### config.mk
export PLATFORM = sky130hd
export DESIGN_NAME = multdiv_sequencer
export DESIGN_NICKNAME = d
export VERILOG_FILES = /design/src/rtl/multdiv_sequencer.sv
export SDC_FILE = /design/constraint.sdc
export NUM_CORES = 1
export LEC_CHECK = 0
export CORE_UTILIZATION = 37
export DETAILED_ROUTE_END_ITERATION = 12
export PLACE_DENSITY = 0.76
export SETUP_SLACK_MARGIN = 0.15
export SYNTH_ARGS = -nofsm -noshare
export SYNTH_HDL_FRONTEND = slang
export SYNTH_SLANG_ARGS = --single-unit
### constraint.sdc
create_clock -name clock -period 3.3 [get_ports clock]
set_clock_uncertainty 0.2 [all_clocks]
set_input_delay 0.33 -clock clock [delete_from_list [all_inputs] [get_ports clock]]
set_output_delay 0.33 -clock clock [all_outputs]
set_load 0.02 [all_outputs]
### src/rtl/multdiv_sequencer.sv
// Sequencer for the multi-cycle mult/div unit: latch, start pulse, stall, writeback.
// Optional BUSY watchdog enabled by defining MULTDIV_WATCHDOG_EN.
module multdiv_sequencer #(
  parameter int RSTATUS_REG   = 30,
  parameter int MULT_EXC_CODE = 4,
  parameter int DIV_EXC_CODE  = 5,
  parameter int MAX_CYCLES    = 64
) (
  input  logic        clock,
  input  logic        reset,
  input  logic        start_mult,
  input  logic        start_div,
  input  logic        flush,
  input  logic [31:0] operandA,
  input  logic [31:0] operandB,
  input  logic [4:0]  dest_in,
  input  logic [31:0] mdu_result,
  input  logic        mdu_exception,
  input  logic        mdu_resultRDY,
  output logic        ctrl_MULT,
  output logic        ctrl_DIV,
  output logic [31:0] mdu_opA,
  output logic [31:0] mdu_opB,
  output logic        stall,
  output logic        wb_valid,
  output logic [31:0] wb_data,
  output logic [4:0]  wb_dest,
  output logic [6:0]  busy_cycles
);

  typedef enum logic [1:0] {
    IDLE,
    BUSY,
    DONE
  } state_e;

`ifdef MULTDIV_WATCHDOG_EN
  localparam bit WD_EN = 1'b1;
`else
  localparam bit WD_EN = 1'b0;
`endif
  localparam logic [6:0] WD_LIMIT = 7'(MAX_CYCLES - 1);

  state_e      state_q, state_d;
  logic [31:0] opa_q, opa_d;
  logic [31:0] opb_q, opb_d;
  logic [4:0]  dest_q, dest_d;
  logic        is_div_q, is_div_d;
  logic        ctrl_q, ctrl_d;
  logic [6:0]  busy_q, busy_d;
  logic [31:0] result_q, result_d;
  logic        exc_q, exc_d;

  logic req;
  logic wd_hit;

  assign req    = start_mult | start_div;
  assign wd_hit = WD_EN && (busy_q == WD_LIMIT);

  always_ff @(posedge clock or posedge reset) begin
    if (reset) begin
      state_q  <= IDLE;
      opa_q    <= '0;
      opb_q    <= '0;
      dest_q   <= '0;
      is_div_q <= 1'b0;
      ctrl_q   <= 1'b0;
      busy_q   <= '0;
      result_q <= '0;
      exc_q    <= 1'b0;
    end else begin
      state_q  <= state_d;
      opa_q    <= opa_d;
      opb_q    <= opb_d;
      dest_q   <= dest_d;
      is_div_q <= is_div_d;
      ctrl_q   <= ctrl_d;
      busy_q   <= busy_d;
      result_q <= result_d;
      exc_q    <= exc_d;
    end
  end

  always_comb begin
    state_d  = state_q;
    opa_d    = opa_q;
    opb_d    = opb_q;
    dest_d   = dest_q;
    is_div_d = is_div_q;
    ctrl_d   = 1'b0;
    busy_d   = busy_q;
    result_d = result_q;
    exc_d    = exc_q;
    unique case (state_q)
      IDLE: begin
        if (req && !flush) begin
          state_d  = BUSY;
          opa_d    = operandA;
          opb_d    = operandB;
          dest_d   = dest_in;
          is_div_d = !start_mult;
          ctrl_d   = 1'b1;
          busy_d   = '0;
        end
      end
      BUSY: begin
        if (busy_q != 7'h7f) busy_d = busy_q + 7'd1;
        // ctrl_q marks the pulse cycle, where RDY cannot be genuine
        if (flush) begin
          state_d = IDLE;
        end else if (mdu_resultRDY && !ctrl_q) begin
          state_d  = DONE;
          result_d = mdu_result;
          exc_d    = mdu_exception;
        end else if (wd_hit) begin
          state_d  = DONE;
          result_d = '0;
          exc_d    = 1'b1;
        end
      end
      DONE: begin
        state_d = IDLE;
      end
      default: begin
        state_d = IDLE;
      end
    endcase
  end

  assign ctrl_MULT   = ctrl_q & ~is_div_q;
  assign ctrl_DIV    = ctrl_q & is_div_q;
  assign mdu_opA     = opa_q;
  assign mdu_opB     = opb_q;
  assign busy_cycles = busy_q;
  assign stall       = !reset &&
                       ((state_q == IDLE && req && !flush) ||
                        state_q == BUSY);
  assign wb_valid    = (state_q == DONE);

  always_comb begin
    wb_data = '0;
    wb_dest = '0;
    if (wb_valid) begin
      if (exc_q) begin
        wb_dest = 5'(RSTATUS_REG);
        wb_data = is_div_q ? 32'(DIV_EXC_CODE) : 32'(MULT_EXC_CODE);
      end else begin
        wb_dest = dest_q;
        wb_data = result_q;
      end
    end
  end

endmodule
==> flow_summary.yaml, run 1 <==
status:
  outcome: "finished clean"
cells_and_area:
  final_cell_mix: "219 x clkdlybuf4s50_1, 113 x dfrtp_1, 102 x mux2_1, 33 x and2_1, 17 x clkbuf_16"
  diodes: 0
  area_delta_synth_final_pct: 64.2
  drive_above_1_share_pct: 7.46
  fin_area_um2: 7640
  finalNetCount: 659
  nFillCells: 963
  layout_commonest_cell: "clkdlybuf4s50_1"
timing:
  rsz0062_at_grt: "false"
  final.period_utilization_pct: 88.7
  slew_viol_final: 0
  setup_ws_ps: 373
  finalHoldViolations: 0
  max_slew_margin_pct: 63.0
  fin_crit_ps: 2930
  fin_setup_tns_ps: 0
  finalSetupViolations: 0
  fmax_mhz: 342
  worstMarginPinSlew_ps: 554
global_routing:
  antenna_found_initial: 0
  grt.overflow.total: 0
  grt_pass1_wl_um: 18100
  grt_max_degree: 63
  grt.total_usage_pct: 18.5
  grt_pass1_vias: 3756
clock_tree:
  cts_tree: "built"
  cts_buffers: 17
  clk_path_buf_depth: 2
  htreeDepth: 4
  cts_num_sinks: 113
  cts_root_buffer: "clkbuf_16"
  cts_hold_buf: 0
  cts_resized: 0
  insertion_delay_ps: 410
  post-cts-setup-buffer-count: 0
  path_clk_slew_ps: 50
synthesis:
  synthMuxAreaShare_pct: 25.3
  synth_warnings: 0
  netlist_instances: 322
  ys_seq_elements: 113
  ys_seq_area_share_pct: 60.8
  synth_fa_ha_area_share_pct: 0.269
  synth.avg_cell_area_um2: 14.4
  synth_nets: 431
  synth_cell_types: 30
  synth_compound_area_share_pct: 2.10
  synthXorXnorAreaFrac_pct: 0.565
  synth_area_um2: 4650
  yosys.area_share.simple_pct: 7.78
  synth_top_family_by_area: "multiplexers"
route:
  num_vias: 3381
  via_per_inst: 4.63
  wire_per_inst_um: 15.4
  drt_iter0_markers: 126
  drc_errors: 0
  first_pass_iters: 6
  ant_nets: 0
  wl_um: 11300
worst_setup_path:
  endpoint_kind: "primary output"
  crit-reg2reg-launch: "state_q[0]"
  r2r-end: "mdu_opA[2]"
  cp_data_required_time_ps: 2770
  worstPathMaxFanout: 7
  arrival_ps: 2400
  path_class: "reg -> out"
  worstSetupStartpointType: "flip-flop"
  r2r_slack_ps: 920
  reg2reg_depth: 5
floorplan:
  num_io_pins: 220
  core_area_um2: 12100
  die_area_um2: 13000
  start_util_pct: 38.4
  die-height_um: 114
  die_w_um: 114
  rows: 40
flow_run:
  maxCapViolCount: 0
power:
  p_total_w: 0.00537
  leakagePower_nw: 3.20
  peakVddDrop_v: 0.000382
  powerDensity_nw_per_um2: 704
min_path:
  hold_class: "in -> async"
place:
  hpwl_um: 8410
  place_congestion: 0.798
  portBuffers: 219
  dp_slack_ps: 481
  placed_cell_area_um2: 7010
## critical path, cell delays in order, from the launching register on
cell,delay [ps]
dfrtp_1,400
or3_4,420
or2_1,350
a21oi_1,200
clkdlybuf4s50_1,620
## area by class of cell
type / count / area [µm²] / area share (%)
sequential: 113 / 2830 / 37.0
timing repair buffer: 226 / 2270 / 29.7
multi-input combinational: 187 / 1680 / 22.0
clock buffer: 22 / 494 / 6.47
tap: 168 / 210 / 2.75
clock inverter: 10 / 130 / 1.70
inverter: 5 / 27.5 / 0.360
## synthesized netlist by cell type, drive strengths merged
| cell type | n | share of area (%) |
|---|---|---|
| or2 | 1 | 0.13 |
| o211ai | 1 | 0.16 |
| or3 | 2 | 0.38 |
| buf | 12 | 2.2 |
| mux2 | 102 | 25 |
| clkbuf | 5 | 0.40 |
| nand2b | 3 | 0.40 |
| mux2i | 3 | 0.65 |
| a22oi | 1 | 0.16 |
| nor2 | 13 | 1.0 |
| dfrtp | 113 | 61 |
| xor2 | 1 | 0.19 |
| or4 | 1 | 0.16 |
| nand2 | 3 | 0.24 |
| ha | 1 | 0.27 |
| xnor2 | 2 | 0.38 |
| nand3b | 1 | 0.16 |
| and2 | 33 | 4.4 |
| inv | 5 | 0.51 |
| o41ai | 1 | 0.19 |
| a32o | 3 | 0.65 |
| o221ai | 1 | 0.19 |
| nor2b | 2 | 0.27 |
| o21ai | 6 | 0.65 |
| nand3 | 5 | 0.54 |
| a21oi | 1 | 0.11 |
## how the worst max path moves through the flow
stage	start	end	slack (ps)
global route	state_q[0]	stall	310
detailed placement	flush	stall	480
floorplan	state_q[0]	stall	1250
CTS	state_q[0]	stall	350
global placement	flush	stall	500
finish	state_q[0]	stall	370
## layer usage
metal	up-vias	global-route usage, %	wire length, µm
met5	-	0	0
met4	0	8.74	230
met3	28	8.05	1040
met2	157	31.6	5690
met1	1626	19.5	4320
li1	1570	-	-
## power breakdown
| part | internal (W) | switching, W |
|---|---|---|
| Clock | 0.00128 | 0.000608 |
| Combinational | 0.000794 | 0.000667 |
| Sequential | 0.00180 | 0.000227 |
| Total | 0.00387 | 0.00150 |
## kinds of logic after synthesis
group	after synthesis
adders and majority gates	1
buffers and inverters	22
xor gates and xnor gates	3
AOI/OAI and AO/OA	14
muxes	105
and+or+nand+nor	64
DFF	113
## through the flow
stage,hold WS [ps],instances,util (%)
2_1_floorplan,225,322,-
3_3_place_gp,265,699,57.9
3_5_place_dp,271,699,57.9
4_1_cts,160,731,63.0
5_1_grt,184,731,63.0
6_report,160,731,63.0
## state kept, by name, summed over array words and instances (netlist names)
| signal | count |
|---|---|
| ctrl_q | 1 |
| mdu_opA | 32 |
| mdu_opB | 32 |
| state_q | 2 |
| dest_q | 5 |
| busy_cycles | 7 |
| result_q | 32 |
| is_div_q | 1 |
| exc_q | 1 |
No activity file was read; power rests on OpenSTA's default activity.
==> run 2: changes to the inputs <==
Settings changed: CORE_MARGIN set to 2, CTS_CLUSTER_SIZE set to 14.
==> run 2 against run 1 <==
  * Combinational power barely moved
  * Worst setup slack worse by 75 ps
  * Power fell by 0.67%
  * Global-route usage about the same
==> flow_summary.yaml, run 2 (synthesized netlist as in run 1, its figures left out) <==
clock_tree:
  cts_num_sinks: 113
  cts_tree: "built"
  insertion_delay_ps: 410
  cts_hold_buf: 0
  clk_path_buf_depth: 2
  post-cts-setup-buffer-count: 0
  cts_buffers: 17
  cts_root_buffer: "clkbuf_16"
  cts_resized: 0
  htreeDepth: 4
  path_clk_slew_ps: 50
place:
  place_congestion: 0.774
  portBuffers: 219
  hpwl_um: 8660
route:
  ant_nets: 0
  num_vias: 3424
  via_per_inst: 4.68
  first_pass_iters: 4
  drc_errors: 0
  drt_iter0_markers: 131
  wl_um: 11600
  wire_per_inst_um: 15.9
timing:
  fmax_mhz: 333
  finalHoldViolations: 0
  rsz0062_at_grt: "false"
  slew_viol_final: 0
  fin_setup_tns_ps: 0
  max_slew_margin_pct: 46.0
  fin_crit_ps: 3000
  final.period_utilization_pct: 91.0
  finalSetupViolations: 0
  worstMarginPinSlew_ps: 810
cells_and_area:
  final_cell_mix: "219 x clkdlybuf4s50_1, 113 x dfrtp_1, 102 x mux2_1, 33 x and2_1, 17 x clkbuf_16"
  drive_above_1_share_pct: 7.28
  diodes: 0
  layout_commonest_cell: "clkdlybuf4s50_1"
  postLayoutCoreUtil_pct: 62.6
  area_delta_synth_final_pct: 63.8
  finalNetCount: 659
status:
  outcome: "finished clean"
worst_setup_path:
  crit_buf_inv: 1
  path_class: "reg -> out"
  worstPathMaxFanout: 7
  cp_data_required_time_ps: 2770
  critPathSlowestCell: "clkdlybuf4s50_1"
  slowest_delay_ps: 650
  critPathTopFamily: "simple AND/OR/NAND/NOR gates"
  arrival_ps: 2470
  path_cells: "or3_4 -> or2_1 -> a21oi_1 -> clkdlybuf4s50_1"
  endpoint_kind: "primary output"
  worstSetupStartpointType: "flip-flop"
power:
  leakagePower_nw: 3.19
  powerDensity_nw_per_um2: 701
  peakVddDrop_v: 0.000410
  p_total_w: 0.00534
global_routing:
  grt_pass1_wl_um: 18500
  antenna_found_initial: 0
  grt.overflow.total: 0
  grt.total_usage_pct: 18.4
  grt_max_degree: 66
  grt_pass1_vias: 3717
floorplan:
  die_w_um: 116
  core_area_um2: 12200
  die_area_um2: 13500
  num_io_pins: 220
  die-height_um: 116
  rows: 40
  start_util_pct: 38.2
min_path:
  hold_class: "reg -> reg"
flow_run:
  maxCapViolCount: 0
[run 2: changes by cell type in the layout (fill, tap and decap cells not counted), sizes merged]
cell | previous run | this run
clkinv | 5 | 6
clkbuf | 22 | 21
[run 2: layout make-up]
cell class              count  area (µm²)
well taps                 168         210
repair buffers            226        2270
fillers                   984        4540
inverters                   5        27.5
flip-flops and latches    113        2830
multi-input cells         187        1680
clock buffers              21         470
clock inverters            11         135
[run 2: where the power goes]
part / switching, W / internal (W) / total (W)
clock network: 0.000614 / 0.00124 / 0.00185
logic: 0.000668 / 0.000795 / 0.00146
registers: 0.000225 / 0.00180 / 0.00202
total: 0.00151 / 0.00383 / 0.00534
[run 2: path summary, 6_finish.rpt]
check / start / end / slack, ps / depth (start not counted)
worst max register to register: state_q[0] / mdu_opA[4] / 950 / 5
worst min register to register: dest_q[0] / dest_q[0] / 270 / 1
min in group asynchronous: reset / mdu_opB[12] / 290 / 3
max in group asynchronous: reset / mdu_opA[7] / 1990 / 3
worst min-delay path: dest_q[0] / dest_q[0] / 270 / 1
worst max-delay path: state_q[0] / stall / 300 / 4
[run 2: per-layer routing]
layer,vias to the layer above,share of wire [%],GRT usage [%]
li1,1573,-,-
met1,1686,37,19.1
met2,148,51,31.6
met3,17,9.7,9.29
met4,0,2.0,7.78
met5,-,0,0
[run 2: per-stage QoR]
| step | instance area (µm²) | std cells | worst slack, ps | hold WS [ps] |
|---|---|---|---|---|
| 2_1_floorplan | 4650 | 322 | 1250 | 225 |
| 3_3_place_gp | 7010 | 699 | 471 | 261 |
| 3_5_place_dp | 7010 | 699 | 411 | 267 |
| 4_1_cts | 7620 | 731 | 277 | 280 |
| 5_1_grt | 7620 | 731 | 215 | 290 |
| 6_report | 7620 | 731 | 298 | 274 |
